[src/rtl/alu_pkg.sv]
// alu_pkg: shared types and constants for the ALU execution stage.
//   op_t      - 3-bit operation code (ADD..LSL)
//   state_t   - sequencing states of alu_core
//   ALU_WIDTH - default operand width
package alu_pkg;

  localparam int ALU_WIDTH = 8;

  typedef enum logic [2:0] {
    OP_ADD = 3'd0,
    OP_SUB = 3'd1,
    OP_AND = 3'd2,
    OP_OR  = 3'd3,
    OP_XOR = 3'd4,
    OP_MUL = 3'd5,
    OP_DIV = 3'd6,
    OP_LSL = 3'd7
  } op_t;

  typedef enum logic [1:0] {
    ST_IDLE = 2'd0,
    ST_ITER = 2'd1,
    ST_DONE = 2'd2
  } state_t;

endpackage

[src/rtl/alu_muldiv_iter.sv]
// alu_muldiv_iter: iterative unsigned multiply (shift-add) / divide (restoring).
// One bit is processed per step; WIDTH steps complete an operation.
// Ports:
//   clk, rstn     - clock, async active-low reset
//   load_i        - capture operands and initialise the accumulator
//   step_i        - perform one iteration
//   div_i         - 1: divide, 0: multiply (must stay stable from load to last step)
//   a_i, b_i      - operands (a = multiplicand/dividend, b = multiplier/divisor)
//   product_o     - accumulator value after the step currently being taken
//   quotient_o    - low half of that value (quotient when dividing)
//   remainder_o   - high half of that value (remainder when dividing)
module alu_muldiv_iter #(
  parameter int WIDTH = 8
) (
  input  logic               clk,
  input  logic               rstn,
  input  logic               load_i,
  input  logic               step_i,
  input  logic               div_i,
  input  logic [WIDTH-1:0]   a_i,
  input  logic [WIDTH-1:0]   b_i,
  output logic [2*WIDTH-1:0] product_o,
  output logic [WIDTH-1:0]   quotient_o,
  output logic [WIDTH-1:0]   remainder_o
);

  // acc_q holds {partial product, remaining multiplier bits} when multiplying
  // and {partial remainder, dividend/quotient bits} when dividing.
  logic [WIDTH-1:0]   opnd_q;
  logic [2*WIDTH-1:0] acc_q;
  logic [2*WIDTH-1:0] acc_d;

  logic [WIDTH:0]     mul_addend;
  logic [WIDTH:0]     mul_sum;
  logic [2*WIDTH-1:0] mul_nxt;
  logic [WIDTH:0]     div_shift;
  logic [WIDTH-1:0]   div_sub;
  logic               div_fits;
  logic [2*WIDTH-1:0] div_nxt;

  always_comb begin
    mul_addend = acc_q[0] ? {1'b0, opnd_q} : '0;
    mul_sum    = {1'b0, acc_q[2*WIDTH-1:WIDTH]} + mul_addend;
    // Carry out of the add shifts into the top bit.
    mul_nxt    = {mul_sum, acc_q[WIDTH-1:1]};

    div_shift  = {acc_q[2*WIDTH-1:WIDTH], acc_q[WIDTH-1]};
    div_fits   = div_shift >= {1'b0, opnd_q};
    // When the subtract is taken the difference is below the divisor, so
    // the low WIDTH bits carry the whole value.
    div_sub    = div_shift[WIDTH-1:0] - opnd_q;
    div_nxt    = div_fits ? {div_sub, acc_q[WIDTH-2:0], 1'b1}
                          : {div_shift[WIDTH-1:0], acc_q[WIDTH-2:0], 1'b0};

    acc_d      = div_i ? div_nxt : mul_nxt;
  end

  always_ff @(posedge clk or negedge rstn) begin
    if (!rstn) begin
      opnd_q <= '0;
      acc_q  <= '0;
    end else if (load_i) begin
      opnd_q <= div_i ? b_i : a_i;
      acc_q  <= {{WIDTH{1'b0}}, (div_i ? a_i : b_i)};
    end else if (step_i) begin
      acc_q  <= acc_d;
    end
  end

  assign product_o   = acc_d;
  assign quotient_o  = acc_d[WIDTH-1:0];
  assign remainder_o = acc_d[2*WIDTH-1:WIDTH];

endmodule

[src/rtl/alu_core.sv]
// alu_core: execution stage with op register, single-cycle logic/arith ops,
// iterative MUL/DIV, registered result and status flags.
//
// state | meaning
// IDLE  | waiting for start; op_load accepted
// ITER  | MUL/DIV iterating, cnt_q counts remaining steps
// DONE  | result/flags just written, done pulse high
//
// Ports:
//   clk, rstn          - clock, async active-low reset
//   op_load, op_sel    - latch op code (IDLE only)
//   start              - begin operation on a, b (IDLE only)
//   a, b               - operands
//   busy, done         - handshake (busy while not IDLE, done one cycle)
//   op                 - latched op code for display
//   result             - registered 2*WIDTH result
//   flag_z/c/v/n/e     - zero, carry/borrow, overflow, negative, div-by-zero
module alu_core
  import alu_pkg::*;
#(
  parameter int WIDTH = ALU_WIDTH
) (
  input  logic               clk,
  input  logic               rstn,
  input  logic               op_load,
  input  logic [2:0]         op_sel,
  input  logic               start,
  input  logic [WIDTH-1:0]   a,
  input  logic [WIDTH-1:0]   b,
  output logic               busy,
  output logic               done,
  output logic [2:0]         op,
  output logic [2*WIDTH-1:0] result,
  output logic               flag_z,
  output logic               flag_c,
  output logic               flag_v,
  output logic               flag_n,
  output logic               flag_e
);

  localparam int CW = $clog2(WIDTH + 1);

  state_t             state_q;
  op_t                op_q;
  op_t                opc_q;
  logic [CW-1:0]      cnt_q;
  logic [2*WIDTH-1:0] result_q;
  logic               z_q, c_q, v_q, n_q, e_q;
  logic               busy_q, done_q;

  op_t                eff_op;
  logic [WIDTH:0]     sum_w;
  logic [WIDTH:0]     diff_w;
  logic [WIDTH-1:0]   lsl_w;
  logic [2*WIDTH-1:0] sc_res_d;
  logic               sc_c_d, sc_v_d;

  logic               md_load, md_step, md_div;
  logic [2*WIDTH-1:0] md_prod;
  logic [WIDTH-1:0]   md_quo, md_rem;
  logic [2*WIDTH-1:0] md_res;

  // A same-cycle op_load bypasses the op register.
  assign eff_op = op_load ? op_t'(op_sel) : op_q;

  always_comb begin
    sum_w    = {1'b0, a} + {1'b0, b};
    diff_w   = {1'b0, a} - {1'b0, b};
    lsl_w    = a << b[2:0];
    sc_res_d = '0;
    sc_c_d   = 1'b0;
    sc_v_d   = 1'b0;
    case (eff_op)
      OP_ADD: begin
        sc_res_d = {{(WIDTH-1){1'b0}}, sum_w};
        sc_c_d   = sum_w[WIDTH];
        sc_v_d   = (a[WIDTH-1] == b[WIDTH-1]) && (sum_w[WIDTH-1] != a[WIDTH-1]);
      end
      OP_SUB: begin
        sc_res_d = {{WIDTH{1'b0}}, diff_w[WIDTH-1:0]};
        sc_c_d   = diff_w[WIDTH];
        sc_v_d   = (a[WIDTH-1] != b[WIDTH-1]) && (diff_w[WIDTH-1] != a[WIDTH-1]);
      end
      OP_AND:  sc_res_d = {{WIDTH{1'b0}}, a & b};
      OP_OR:   sc_res_d = {{WIDTH{1'b0}}, a | b};
      OP_XOR:  sc_res_d = {{WIDTH{1'b0}}, a ^ b};
      OP_LSL:  sc_res_d = {{WIDTH{1'b0}}, lsl_w};
      default: sc_res_d = '0;
    endcase
  end

  // In IDLE the mode follows the op about to be captured; afterwards it
  // follows the captured op so a later op_load cannot disturb iteration.
  assign md_div  = (state_q == ST_IDLE) ? (eff_op == OP_DIV) : (opc_q == OP_DIV);
  assign md_load = (state_q == ST_IDLE) && start &&
                   ((eff_op == OP_MUL) || ((eff_op == OP_DIV) && (b != '0)));
  assign md_step = (state_q == ST_ITER);
  assign md_res  = (opc_q == OP_DIV) ? {md_rem, md_quo} : md_prod;

  alu_muldiv_iter #(
    .WIDTH(WIDTH)
  ) u_muldiv (
    .clk         (clk),
    .rstn        (rstn),
    .load_i      (md_load),
    .step_i      (md_step),
    .div_i       (md_div),
    .a_i         (a),
    .b_i         (b),
    .product_o   (md_prod),
    .quotient_o  (md_quo),
    .remainder_o (md_rem)
  );

  always_ff @(posedge clk or negedge rstn) begin
    if (!rstn) begin
      state_q  <= ST_IDLE;
      op_q     <= OP_ADD;
      opc_q    <= OP_ADD;
      cnt_q    <= '0;
      result_q <= '0;
      z_q      <= 1'b0;
      c_q      <= 1'b0;
      v_q      <= 1'b0;
      n_q      <= 1'b0;
      e_q      <= 1'b0;
      busy_q   <= 1'b0;
      done_q   <= 1'b0;
    end else begin
      case (state_q)
        ST_IDLE: begin
          if (op_load) op_q <= op_t'(op_sel);
          if (start) begin
            opc_q  <= eff_op;
            busy_q <= 1'b1;
            if (md_load) begin
              state_q <= ST_ITER;
              cnt_q   <= CW'(WIDTH);
            end else if (eff_op == OP_DIV) begin
              // Divide by zero short-circuits straight to completion.
              state_q  <= ST_DONE;
              done_q   <= 1'b1;
              result_q <= '1;
              z_q      <= 1'b0;
              c_q      <= 1'b0;
              v_q      <= 1'b0;
              n_q      <= 1'b0;
              e_q      <= 1'b1;
            end else begin
              state_q  <= ST_DONE;
              done_q   <= 1'b1;
              result_q <= sc_res_d;
              z_q      <= (sc_res_d == '0);
              c_q      <= sc_c_d;
              v_q      <= sc_v_d;
              n_q      <= sc_res_d[WIDTH-1];
              e_q      <= 1'b0;
            end
          end
        end
        ST_ITER: begin
          cnt_q <= cnt_q - CW'(1);
          if (cnt_q == CW'(1)) begin
            state_q  <= ST_DONE;
            done_q   <= 1'b1;
            result_q <= md_res;
            z_q      <= (md_res == '0);
            c_q      <= 1'b0;
            v_q      <= 1'b0;
            n_q      <= 1'b0;
            e_q      <= 1'b0;
          end
        end
        ST_DONE: begin
          state_q <= ST_IDLE;
          busy_q  <= 1'b0;
          done_q  <= 1'b0;
        end
        default: begin
          state_q <= ST_IDLE;
          busy_q  <= 1'b0;
          done_q  <= 1'b0;
        end
      endcase
    end
  end

  assign busy   = busy_q;
  assign done   = done_q;
  assign op     = op_q;
  assign result = result_q;
  assign flag_z = z_q;
  assign flag_c = c_q;
  assign flag_v = v_q;
  assign flag_n = n_q;
  assign flag_e = e_q;

endmodule

[config.mk]
export PLATFORM = sky130hd
export DESIGN_NAME = alu_core
export DESIGN_NICKNAME = d
export VERILOG_FILES = /design/src/rtl/alu_pkg.sv /design/src/rtl/alu_muldiv_iter.sv /design/src/rtl/alu_core.sv
export SDC_FILE = /design/constraint.sdc
export NUM_CORES = 1
export LEC_CHECK = 0
export ABC_AREA = 1
export CAP_MARGIN = 0
export CELL_PAD_IN_SITES_DETAIL_PLACEMENT = 0
export CELL_PAD_IN_SITES_GLOBAL_PLACEMENT = 1
export CORE_MARGIN = 8
export CORE_UTILIZATION = 42
export CTS_CLUSTER_DIAMETER = 150
export DETAILED_ROUTE_END_ITERATION = 8
export MAX_ROUTING_LAYER = met4
export PLACE_DENSITY_LB_ADDON = 0.08
export SYNTH_ARGS = -nofsm -noshare
export SYNTH_HDL_FRONTEND = slang
export SYNTH_SLANG_ARGS = --single-unit
[constraint.sdc]
create_clock -name clk -period 3.09 [get_ports clk]
set_input_delay 0.309 -clock clk [delete_from_list [all_inputs] [get_ports clk]]
set_output_delay 0.309 -clock clk [all_outputs]
set_load 0.1 [all_outputs]
* Word level (Yosys, flattened, before mapping)
Cells that the tools add are included. Widths: inputs -> output; s select.
Cells by class: add/sub/neg operators 5, order comparisons 1, eq/ne operators 18, shifts and indexed selects 1, multiplexer cells 52, bitwise gates (word level) 4, reduce and logical (&&, ||, !) cells 19
Operator list (number):
- $mux 16 | 8
- $pmux 9 s6 | 1
- $logic_not 16->1 | 2
- $pmux 16 s2 | 1
- $mux 8 | 3
- $mux 1 | 22
- $pmux 1 s2 | 9
- $eq 3x3->1 const B | 5
- $add 8x8->9 | 1
- $add 8x9->9 | 1
- $ge 9x8->1 | 1
- $sub 8x8->9 | 1
- $and 8x8->8 | 1
- $mux 4 | 2
- $or 8x8->8 | 1
- $pmux 4 s2 | 1
- $reduce_bool 8->1 | 1
- $shl 8x3->8 | 1
- $sub 8x8->8 | 1
- $xor 8x8->8 | 1
- $eq 3x2->1 const B | 2
- $mux 2 | 3
- $ne 2x2->1 const B | 3
- $reduce_and 2->1 | 3
- other kinds (17) | 25
Word-level totals: register bits 59, input port bits 23, output and inout bits 26, logic and storage cells 114

* Longest topological paths before layout
depth after elaboration 8, depth in mapped cells 19, gate-level depth less buffers 17

* Modules after synthesis
A second synthesis with hierarchy kept.
Second synthesis, totals: cell total of the unflattened synthesis 891, area total of the unflattened synthesis 5848.1 um2
By module, submodules not included:
- alu_core | times used 1, cells an instance 538, area each 3488.3 um2, seq. area each 875.8 um2
- alu_muldiv_iter | times used 1, cells an instance 353, area each 2359.8 um2, seq. area each 600.6 um2

* Worst setup path before layout
OpenSTA, ideal clock, no wires.
path kind reg-to-reg, start register op_q[1], in the netlist op[1], end register result_q[8], in the netlist result[8], setup time 0.139 ns, arrival 2.233 ns, data required time 2.951 ns, slack 0.718 ns, cell stages (with the launch flop) 11, path buffers 2, period minus slack after synthesis 2.372 ns, path through dfrtp_1 inv_1 o21ai_2 nand2_1 nand2_1 and3_1 buf_6 inv_2 nand2_2 buf_2 o221ai_1
On the way: word-level cells in the longest chain between the ends 7, elaborated cells between the ends (all ways) 22, classes of those cells 8 x eq/ne; 9 x mux; 5 x reduce/logical
RTL lines:
- start, declared | RTL line alu_core.sv:44 | op_t op_q;
- start signal, assigned | RTL line alu_core.sv:132 | if (op_load) op_q <= op_t'(op_sel);
- $mux 3 (*)
- $eq 3x3->1 (tied with other cells) | RTL line alu_core.sv:73 | case (eff_op)
- $pmux 9 s6 / $logic_and 1x1->1 (equally long branches) | RTL line alu_core.sv:73, alu_core.sv:96
- $mux 16 / $logic_or 1x1->1 (equally long branches) | RTL line alu_core.sv:139, alu_core.sv:96
- $mux 16 / $logic_and 1x1->1 (equally long branches) | RTL line alu_core.sv:136, alu_core.sv:95
- $mux 16 / $ne 2x2->1 (equally long branches)
- $pmux 16 s2 / $reduce_and 4->1 (equally long branches)
- end signal, assigned | RTL line alu_core.sv:152 | result_q <= sc_res_d;
- end signal, assigned | RTL line alu_core.sv:166 | result_q <= md_res;
- end, declared | RTL line alu_core.sv:47 | logic [2*WIDTH-1:0] result_q;
Mark *: on every way between the ends. The rest lies on a longest branch, timed or not. The select of a mux whose other input is x is not followed. A chain may end at the register's enable or synchronous reset.

* Worst setup path after layout
start input op_load, end register z_q, in the netlist flag_z
On the way: word-level cells in the longest chain between the ends 8, elaborated cells between the ends (all ways) 24, classes of those cells 8 x eq/ne; 9 x mux; 7 x reduce/logical
RTL lines:
- start, declared | RTL line alu_core.sv:25 | input logic op_load,
- $mux 3 (*)
- $eq 3x3->1 (tied with other cells) | RTL line alu_core.sv:73
- $pmux 9 s6 | RTL line alu_core.sv:73
- $logic_not 16->1 | RTL line alu_core.sv:153 | z_q <= (sc_res_d == '0);
- $mux 1 | RTL line alu_core.sv:139 | end else if (eff_op == OP_DIV) begin
- $mux 1 | RTL line alu_core.sv:136 | if (md_load) begin
- $mux 1 | RTL line alu_core.sv:133 | if (start) begin
- $pmux 1 s2 | RTL line alu_core.sv:130 | case (state_q)
- end signal, assigned | RTL line alu_core.sv:153
- end signal, assigned | RTL line alu_core.sv:167 | z_q <= (md_res == '0);
- end, declared | RTL line alu_core.sv:48 | logic z_q, c_q, v_q, n_q, e_q;
Marks and branches as above.

==> summary.txt <==
Clocking
  • CTS HTree Levels: 3
  • Buffer type at the clock tree root: clkbuf_16
  • Clock latency on the worst-skew pair: roughly 0.33 ns
  • Post-cts hold buffer count: 0
  • Postcts setup bufs: 0
  • CTS tree: done
  • Clock Sink Count: 59
  • Count of instances resized after the clock tree is built: 0
  • Number of buffers between clock root and the deepest sink: 2
  • TritonCTS buffer count: 9
  • Register clock-pin slew on the reported worst setup and hold paths: about 0.06 ns

Yosys
  • Post-synth top area share: a little over a quarter
  • Most common library cells after synthesis: 221 x nand2_1, 98 x inv_1, 85 x nor2_1
  • Syn. warnings: 0
  • Area of the mapped netlist: around 0.0054 sq mm
  • Most area-consuming cells after synthesis: dfrtp_1 27%, nand2_1 15%, ha_1 10%, nand3_1 7.1%, inv_1 6.8%
  • Post-Synthesis Net Count: 877
  • Count of flip-flops with a built-in enable after synthesis: 0
  • Proportion of synthesized chip area in sequential cells: about 27%
  • Commonest register cell after synthesis: dfrtp_1
  • Share of flip-flops with an asynchronous set or reset: 100%
  • Distinct cells, synth: 41
  • Synth Register Bits: about 60
  • Cell with the most instances after synthesis: nand2_1
  • Average size of a mapped cell: between 6 and 7 sq um
  • Synthesized instance count: roughly 800
  • Cell taking the most area after synthesis: dfrtp_1

Timing
  • Sum of negative setup slack: 0 ns
  • Minimum setup slack in the final design: between 0.4 and 0.5 ns
  • Min Clock Period, post-route: approximately 2.7 ns
  • Count of endpoints failing setup in the final report: 0
  • Max-slew headroom at the worst pin: around a quarter
  • Pins over their slew limit: 0
  • Highest clock rate: about 380 MHz
  • Final Hold Violating Endpoints: 0
  • Worst slew pin tran: 1.13 ns
  • Unrepaired setup endpoints after global routing: no
  • Largest clock skew in the final design: roughly 0.006 ns
  • Crit share post-route: 86.3%

Die
  • Full die area: between 0.015 and 0.02 sq mm
  • Placement Rows: 41
  • Die span in x: approximately 130 um
  • Effective utilization at floorplan: 42.7%
  • Core outline area: between 0.01 and 0.015 sq mm
  • I/O pin cnt: 49
  • Die Span Y: around 130 um

Worst setup path
  • Worst setup path class: primary input to flip-flop
  • Critical path startpoint: op_load
  • Kind of launch point of the worst setup path: primary input
  • Reg-to-reg endpoint: flag_z
  • Arrival time of data at the critical path endpoint: between 2 and 3 ns
  • Slack of the worst reg-to-reg path: approximately 0.5 ns
  • Worst endpoint required time: approximately 3.4 ns
  • Startpoint of the worst-slack reg-to-reg timing path: u_muldiv.acc_q[10]
  • Reg2reg path depth: 15
  • Endpoint of the most critical setup path: flag_z
  • Endpoint type of the worst setup path: flip-flop
  • Highest fanout seen on the critical path: 25

Route
  • Final Routed Wirelength: about 18 mm
  • Routed length per instance: around 17 um
  • Overall via count from detail_route: about 5500
  • Violation count after the first detailed-route iteration: around 390
  • DRT Pass-1 Iters: 4
  • Number of routed nets with antenna violations: 0
  • Post-route DRC: 0
  • Via-per-instance ratio: 5.22

Global route
  • Number of global-route vias before repair: approximately 5500
  • All-layer global routing usage: a little under a quarter
  • Total gr overflow: 0
  • Maximum number of pins on one net before global-route repair: 48
  • Global-route wire length before repair: between 20 and 30 mm
  • Initial antenna violation count: 0

Finish
  • Number of nets at the end of the flow: 940
  • Antenna diodes: 0
  • Ratio of cells with drive above 1 in the final layout: under 10%
  • Number of inserted filler cells in the final layout: around 1300
  • Final cell count without fillers: 1047
  • Layout-stage area growth over the synthesis result: 20.5%

Placed design
  • Final HPWL from detailed placement: roughly 15 mm
  • Quantity of I/O buffers inserted on ports: 48
  • Post-Place Worst Slack: around 0.099 ns
  • Placer Congestion: roughly 0.99
  • Cells after DPL: between 1000 and 1500

Hold path
  • Path type of the worst min-delay path: primary input to async pin

Status
  • Run status: completed

Power and ir drop
  • Worst supply voltage drop on vdd: ~580 uV
  • Cell Pwr Density: roughly 1100 mW/mm^2
  • Leakage power of the design: between 3 and 4 nW

Flow run
  • Max capacitance violation total: 0
==> layer usage <==
metal | global-route usage (%) | vias to the layer above | routed length (um) | part of all wire [%]
li1 | - | 2748 | - | -
met1 | 28.4 | 2540 | 8130 | 45
met2 | 38.8 | 142 | 8790 | 48
met3 | 3.00 | 39 | 629 | 3.4
met4 | 10.1 | 0 | 698 | 3.8
met5 | - | - | 0 | 0
==> metrics by stage <==
step / power (W) / area (sq um) / util, % / hold WS [ns]
2_1_floorplan: 0.00468 / 5370 / - / 0.0134
3_3_place_gp: 0.00588 / 6120 / 48.7 / 0.466
3_5_place_dp: 0.00591 / 6120 / 48.7 / 0.474
4_1_cts: 0.00712 / 6470 / 51.5 / 0.248
5_1_grt: 0.00762 / 6470 / 51.5 / 0.285
6_report: 0.00709 / 6470 / 51.5 / 0.187
==> cells by family after synthesis <==
group	after synthesis	share of synthesized area, %
AOI/OAI and AO/OA	132	14.4
xor gates and xnor gates	11	1.79
adders and majority gates	47	11.5
buffers and inverters	132	10.4
DFF	59	27.5
and+or+nand+nor	426	34.5
==> cell type report <==
class,count,area (sq um),area share (%)
Clock inverter,7,124,1.91
Multi-Input combinational cell,616,3340,51.6
Inverter,107,407,6.28
Tap cell,172,215,3.33
Sequential cell,59,1480,22.8
Clock buffer,9,225,3.48
Timing Repair Buffer,77,686,10.6
==> how the worst min path moves through the flow <==
stage	from	endpoint	slack, ns	cells after the start
2_1_floorplan	rstn	busy	0.01	0
3_3_place_gp	cnt_q[3]	cnt_q[3]	0.47	2
3_5_place_dp	busy	busy	0.47	2
4_1_cts	rstn	u_muldiv.acc_q[15]	0.25	1
5_1_grt	rstn	cnt_q[0]	0.29	1
6_report	rstn	cnt_q[0]	0.19	1
==> placed cells by master, fill, tap and decap left out, drive strengths merged, types with 2 or more instances in the layout <==
cell type      synthesis  final
ha                    43     43
buf                   20     33
o211ai                17     17
nor2                  92     92
fa                     4      4
xor2                   7      7
nor3                   2      2
a21o                   2      2
o221ai                 2      2
dfrtp                 59     59
nand2                232    232
o221a                  3      3
o21ai                 59     59
clkbuf                 5      9
a21oi                 33     33
bufinv                 0      3
clkinv                 0      2
or2                    3      3
o22ai                  8      8
nand3                 78     78
nand4                 14     14
clkdlybuf4s50          0     44
inv                  107    108
nand3b                 4      4
o21bai                 3      3
xnor2                  4      4
==> sequential cells by signal (all words and copies together) (netlist names) <==
register / cells
cnt_q: 4
busy: 1
flag_n: 1
op: 3
flag_v: 1
flag_e: 1
opc_q: 3
state_q: 2
flag_z: 1
result: 16
u_muldiv.opnd_q: 8
done: 1
flag_c: 1
u_muldiv.acc_q: 16
==> critical path, cell delays in order <==
cell             delay, ns
clkdlybuf4s50_1       0.69
nand2_1               0.12
nand2_2               0.21
nor2_2                0.09
nand2_4               0.14
nand2_4               0.19
inv_2                 0.28
nor2_1                0.07
nor2_1                0.21
nand3_1               0.11
nor2_1                0.14
nand3_1               0.12
o21ai_1               0.14
nand2_1               0.06
nand2_1               0.06
==> report_power, final <==
group          switching, W  internal [W]
registers          0.000236       0.00111
logic               0.00323       0.00132
clock network      0.000393      0.000793
total               0.00386       0.00323
Power figures use the tool's default switching activity.
